[config.mk]
export PLATFORM = sky130hd
export DESIGN_NAME = led_display_pattern_gen
export DESIGN_NICKNAME = d
export VERILOG_FILES = /design/src/rtl/led_display_package.sv /design/src/rtl/led_display_pattern_row.sv /design/src/rtl/led_display_pattern_gen.sv
export SDC_FILE = /design/constraint.sdc
export NUM_CORES = 1
export LEC_CHECK = 0
export ABC_CLOCK_PERIOD_IN_PS = 2900
export BUFFER_PORTS_ARGS = -buffer_cell sky130_fd_sc_hd__buf_2
export CAP_MARGIN = 40
export CORE_MARGIN = 3
export CORE_UTILIZATION = 45
export DETAILED_ROUTE_END_ITERATION = 10
export GPL_TIMING_DRIVEN = 0
export HOLD_SLACK_MARGIN = 0.15
export MAX_ROUTING_LAYER = met4
export PLACE_DENSITY = 0.74
export SLEW_MARGIN = 15
export SYNTH_ARGS = -nofsm -noshare
export SYNTH_HDL_FRONTEND = slang
export SYNTH_SLANG_ARGS = --single-unit
[constraint.sdc]
create_clock -name clk_in -period 2.9 [get_ports clk_in]
set_input_delay 0.29 -clock clk_in [delete_from_list [all_inputs] [get_ports clk_in]]
set_output_delay 0.29 -clock clk_in [all_outputs]
set_load 0.05 [all_outputs]
[src/rtl/led_display_package.sv]
// Shared types and constants for the HUB75 test-pattern source: row struct, mode codes, panel geometry.
package led_display_package;

  localparam int ROW_PIXELS  = 32;
  localparam int COL_PIXELS  = 64;
  localparam int SCAN_ADDRS  = ROW_PIXELS / 2;
  localparam int ADDR_W      = $clog2(SCAN_ADDRS);
  localparam int POS_W       = $clog2(COL_PIXELS);

  localparam logic [3:0] PTG_OFF    = 4'd0;
  localparam logic [3:0] PTG_RED    = 4'd1;
  localparam logic [3:0] PTG_GREEN  = 4'd2;
  localparam logic [3:0] PTG_BLUE   = 4'd3;
  localparam logic [3:0] PTG_WHITE  = 4'd4;
  localparam logic [3:0] PTG_BARS   = 4'd5;
  localparam logic [3:0] PTG_SCROLL = 4'd6;

  typedef struct packed {
    logic [COL_PIXELS-1:0] red_a;
    logic [COL_PIXELS-1:0] green_a;
    logic [COL_PIXELS-1:0] blue_a;
    logic [COL_PIXELS-1:0] red_b;
    logic [COL_PIXELS-1:0] green_b;
    logic [COL_PIXELS-1:0] blue_b;
  } rgb_row_t;

endpackage

[src/rtl/led_display_pattern_row.sv]
// Combinational pattern lookup: (mode, scan address, scroll pos) -> both half-rows.
// Zero latency, no state, no flow control.
module led_display_pattern_row
  import led_display_package::*;
(
  input  logic [3:0]        mode,
  input  logic [ADDR_W-1:0] address,
  input  logic [POS_W-1:0]  pos,
  output rgb_row_t          row
);

  // Colour code is {b,g,r}; no current pattern varies with display row.
  function automatic logic [2:0] pixel_code(input logic [3:0] m,
                                            input logic [POS_W-1:0] col,
                                            input logic [POS_W-1:0] p);
    logic [2:0] code;
    code = 3'b000;
    case (m)
      PTG_RED:    code = 3'b001;
      PTG_GREEN:  code = 3'b010;
      PTG_BLUE:   code = 3'b100;
      PTG_WHITE:  code = 3'b111;
      PTG_BARS:   code = col[5:3];
      PTG_SCROLL: code = (col == p) ? 3'b111 : 3'b000;
      default:    code = 3'b000;
    endcase
    return code;
  endfunction

  logic unused_address;
  assign unused_address = ^address;

  always_comb begin
    row = '0;
    for (int c = 0; c < COL_PIXELS; c++) begin
      logic [2:0] code;
      code = pixel_code(mode, POS_W'(c), pos);
      row.red_a[c]   = code[0];
      row.green_a[c] = code[1];
      row.blue_a[c]  = code[2];
      row.red_b[c]   = code[0];
      row.green_b[c] = code[1];
      row.blue_b[c]  = code[2];
    end
  end

endmodule

[src/rtl/led_display_pattern_gen.sv]
// Test-pattern row source for a 64x32 1:16-scan panel; one registered row per accepted transfer, 1-cycle load latency.
// Stall (valid & !ready) holds row and address exactly; mode is sampled only on load edges.
module led_display_pattern_gen
  import led_display_package::*;
#(
  parameter int SYS_CLK_FREQ   = 100_000_000,
  parameter int NUM_ROW_PIXELS = ROW_PIXELS,
  parameter int NUM_COL_PIXELS = COL_PIXELS,
  parameter int ANIM_FREQ      = 10
) (
  input  logic                                clk_in,
  input  logic                                reset_in,
  input  logic [3:0]                          mode_in,
  output rgb_row_t                            row_out,
  output logic                                row_valid_out,
  input  logic                                row_ready_in,
  output logic [$clog2(NUM_ROW_PIXELS/2)-1:0] row_address_out
);

  localparam int TICK_MAX = SYS_CLK_FREQ / ANIM_FREQ - 1;
  localparam int CNT_W    = (TICK_MAX > 0) ? $clog2(TICK_MAX + 1) : 1;

  logic [CNT_W-1:0]  anim_cnt;
  logic [POS_W-1:0]  pos;
  logic              tick;
  logic              load;
  logic [ADDR_W-1:0] next_addr;
  rgb_row_t          next_row;

  assign tick = (anim_cnt == CNT_W'(TICK_MAX));
  // Before the first load valid is low and the address is already 0.
  assign load      = !row_valid_out || row_ready_in;
  assign next_addr = row_valid_out ? row_address_out + 1'b1 : '0;

  led_display_pattern_row u_pattern_row (
    .mode    (mode_in),
    .address (next_addr),
    .pos     (pos),
    .row     (next_row)
  );

  always_ff @(posedge clk_in) begin
    if (reset_in) begin
      row_valid_out   <= 1'b0;
      row_address_out <= '0;
      row_out         <= '0;
      anim_cnt        <= '0;
      pos             <= '0;
    end else begin
      if (tick) begin
        anim_cnt <= '0;
        pos      <= (pos == POS_W'(NUM_COL_PIXELS - 1)) ? '0 : pos + 1'b1;
      end else begin
        anim_cnt <= anim_cnt + 1'b1;
      end
      if (load) begin
        row_valid_out   <= 1'b1;
        row_address_out <= next_addr;
        row_out         <= next_row;
      end
    end
  end

endmodule

==> metrics.md <==
| Metric | Value |
|---|---|
| Synthesis-to-finish area growth | 30.16% |
| Post-Synth XOR/XNOR Area | 1.238% |
| Synthesized area | 10610 um2 |
| Leakage | 6.624 nW |
| P_int | 0.005263 W |
| WP buf/inv | 0 |
| Clock-pin slew on the worst setup and hold paths | 0.06 ns |
| Crit path launch | pos[0] |
| Antenna violations before repair | 2 |
| First-pass GRT wire length | between 50000 and 60000 um |
| GRT Total Usage | between 20% and 30% |
| Area occupied by multi-input gates | roughly 4200 um2 |
| Synth cell types | 56 |
| Number of flops mapped to enable cells by yosys | 0 |
| Syn nets | 1318 |
| Crit start category | flip-flop |
| Vias/cell | 5.230 |
| Sequential share of the synthesized area | between 40% and 50% |
| Area leader, netlist | dfxtp_1 |
| Hold Fails Final Rpt | 0 |
| DRT antenna net count | 0 |
| Vias in the first global route | 9922 |
| Main combinational cell family by area after synthesis | compound AO/OA/AOI/OAI gates |
| FF/Latch Area | 4544 um2 |
| Asr flop ratio synth | 0% |
| Part of the cycle the worst path needs | between 80% and 90% |
| 1st-pass router iterations | 6 |
| PortBufs | 394 |
| Post-synthesis adder-cell area fraction | less than 1% |
| Fmax | 401.0 MHz |
| Slowest CP cell | nor4_1 |
| Clock Tree Buf Depth | 3 |
| Max incr delay on CP | 0.80 ns |
| CP max FO | 8 |
| CTS Sinks | between 200 and 250 |
| CP required | between 3 and 4 ns |
| Area contributors post-synth | dfxtp_1 (43%), buf_4 (14%), o21ai_0 (8.3%), nand2_1 (6.5%), a21oi_1 (6.5%) |
| Total number of vias | 10780 |
| Crit path cell chain | ha_1 -> nand3_1 -> nor4_1 -> o21ai_0 -> a21oi_1 |
| P_sw | 0.002022 W |
| RePlAce Congestion | 0.9374 |
| Die ar. | 25450 um2 |
| Die height | around 160 um |
| Row count | 55 |
| Largest net degree at the start of global routing | 14 |
| Initial Utilization | approximately 46% |
| Core ar. | 22920 um2 |
| Seq pwr share | between 40 and 50% |
| H-Tree Depth | 1 |
| Comb power frac | 12.4% |
| Post-CTS Setup Bufs | 0 |
| Post-synth top area share | 42.84% |
| Peak supply drop | 0.0003159 V |
| Arr. time, crit path | between 2 and 3 ns |
| Pwr Density | 527.6 nW/um2 |
| Max-slew headroom | 38.91% |
| Remaining Overflow, GRT | 0 |
| Post-synthesis mux area share | 0.3067% |
| # IOs | 396 |
| Worst-case reg-to-reg path depth | 5 |
| CTS tree | yes |
| R2R Path Start | pos[0] |
| Remaining DRCs | 0 |
| Max Cap Viol | 0 |
| Hold_sp | reset_in |
| Routed wire length | roughly 36000 um |
| Hold Path Class | in -> reg |
| Fin nets | 1740 |
| Share of cells above drive strength 1 | 37.80% |
| Routed wire per std cell | 17.61 um |
| Clock skew | 0.01181 ns |
| Synth Area in Compound Gates | roughly a fifth |
| Hold Path Depth | 2 |
| Simple-gate share of the synthesized area | between 10% and 20% |
| Crit path time final | about 2.5 ns |
| Worst Tran Pin Value | 0.9080 ns |
| Fin cells | 2061 |
| Final setup viols | 0 |
| DPL Wire Length | 28070 um |
| Clock latency on the worst-skew pair | 0.52 ns |
| RSZ-0062 raised after global routing | no |
| Syn Area/Cell | 8.128 um2 |
| Placed insts | 2012 |
| Worst setup path class | reg -> reg |
| #FFs+latches synth | 227 |
| Crit path capture type | flip-flop |
| Max-slew violation count | 0 |
| Root buf cell | clkbuf_16 |
| Post-Syn Instances | 1305 |
| Crit-path leading delay family | simple AND/OR/NAND/NOR gates |
| Crit path depth | 5 |
| Clock Power Share | 43.2% |
| 1st-iter DRT viols | 783 |
| Ys flop type | dfxtp_1 |
| Sw frac | 27.75% |
| Status | finished clean |
| Setup TNS | 0 ns |
| Fill cells | 2137 |
| Num CTS Buffers | 25 |
| Chip width | 159.5 um |
| # resized after CTS | 0 |
| Warnings from Yosys | 0 |
## cells by family (layout without fill, tap and decap cells)
kind of cell	Yosys count	count (layout)
XOR/XNOR	15	15
multiplexers	3	3
buffers and inverters	300	741
other	0	2
adder cells (fa/ha/maj)	6	6
AND/OR/NAND/NOR	370	370
AO/OA/AOI/OAI	384	384
flip-flops	227	227
## per-layer routing
| metal | GRT usage (%) | vias to the layer above | part of all wire (%) |
|---|---|---|---|
| li1 | - | 5170 | - |
| met4 | 8.874 | 0 | 2.9 |
| met3 | 5.099 | 78 | 7.4 |
| met5 | - | - | 0 |
| met1 | 34.34 | 5064 | 42 |
| met2 | 44.99 | 467 | 48 |
## placed cells by master, fill, tap and decap left out, types with 4 or more instances in the layout
cell type	Yosys	layout
buf_2	15	409
dfxtp_1	227	227
buf_4	192	192
nand2_1	183	183
o21ai_0	175	175
a21oi_1	137	137
clkbuf_1	78	84
nor2_1	53	53
a22o_1	48	48
nor3_1	36	36
clkbuf_16	0	25
nor4_1	20	20
nand3_1	11	11
nand4_1	11	11
nand3b_1	9	9
xnor2_1	9	9
inv_1	7	7
or3_1	7	7
o31a_1	7	7
clkbuf_8	0	7
xor2_1	6	6
o31ai_1	6	6
ha_1	6	6
buf_1	5	5
or4_1	5	5
or3b_2	4	4
clkinv_2	0	4
## stage by stage
| step | setup WS, ns | utilization (%) | area [um2] | total power [W] | hold WS [ns] |
|---|---|---|---|---|---|
| final | 0.4063 | 60.25 | 13810 | 0.007285 | 0.2571 |
| after CTS | 0.5190 | 60.23 | 13800 | 0.007298 | 0.2659 |
| after global routing | 0.3549 | 60.25 | 13810 | 0.007506 | 0.3185 |
| after floorplan | 1.055 | - | 10610 | 0.003971 | 0.4175 |
| after detailed placement | 0.4188 | 56.60 | 12970 | 0.004196 | 0.4424 |
| after global placement | 0.4566 | 56.60 | 12970 | 0.004186 | 0.4281 |
## final cells by class
| class | instances | share of cell area (%) |
|---|---|---|
| well taps | 313 | 2.836 |
| plain buffers | 293 | 13.38 |
| clock inverters | 8 | 0.5528 |
| multi-input cells | 778 | 30.34 |
| clock buffers | 38 | 5.392 |
| repair buffers | 395 | 14.35 |
| flip-flops and latches | 227 | 32.91 |
| diodes | 2 | 0.03625 |
| inverters | 7 | 0.1903 |
## state kept, by name (all words and copies together), names as in the netlist
register / flops
anim_cnt: 24
pos: 6
row_valid_out: 1
row_out: 192
row_address_out: 4
## power groups by stage
stage          Sequential [W]  Clock, W  Combinational [W]
4_1_cts               0.00323   0.00317           0.000900
3_5_place_dp          0.00330         0           0.000896
2_1_floorplan         0.00347         0           0.000499
5_1_grt               0.00324   0.00331           0.000958
6_report              0.00323   0.00315           0.000904
3_3_place_gp          0.00330         0           0.000886
## synthesized netlist by cell type (all sizes together) (2+ instances only)
library cell / number
nand2b: 3
or3b: 6
inv: 7
and2: 4
nand3: 11
dfxtp: 227
and3: 3
or4: 6
o31ai: 7
nand2: 183
nor4: 21
clkbuf: 80
a21oi: 137
or3: 7
xor2: 6
nor2b: 2
a41oi: 2
buf: 212
nand4: 12
or4b: 3
mux2: 2
or2: 2
a211oi: 2
nor2: 53
ha: 6
xnor2: 9
nor3: 36
a22o: 48
o31a: 7
nand3b: 9
o21ai: 177
and4: 4
## path summary, 6_finish.rpt
check / slack (ns) / end
max: 0.41 / row_out[143]
max reg2reg: 0.41 / row_out[143]
min reg2reg: 0.45 / anim_cnt[0]
min: 0.26 / row_valid_out
## timing repair
item / CTS / global route
endpoints found under the setup margin: 0 / 0
hold endpoints to repair: 2 / 0
hold buffers: 1 / 0
No activity file was read; power rests on OpenSTA's default activity.
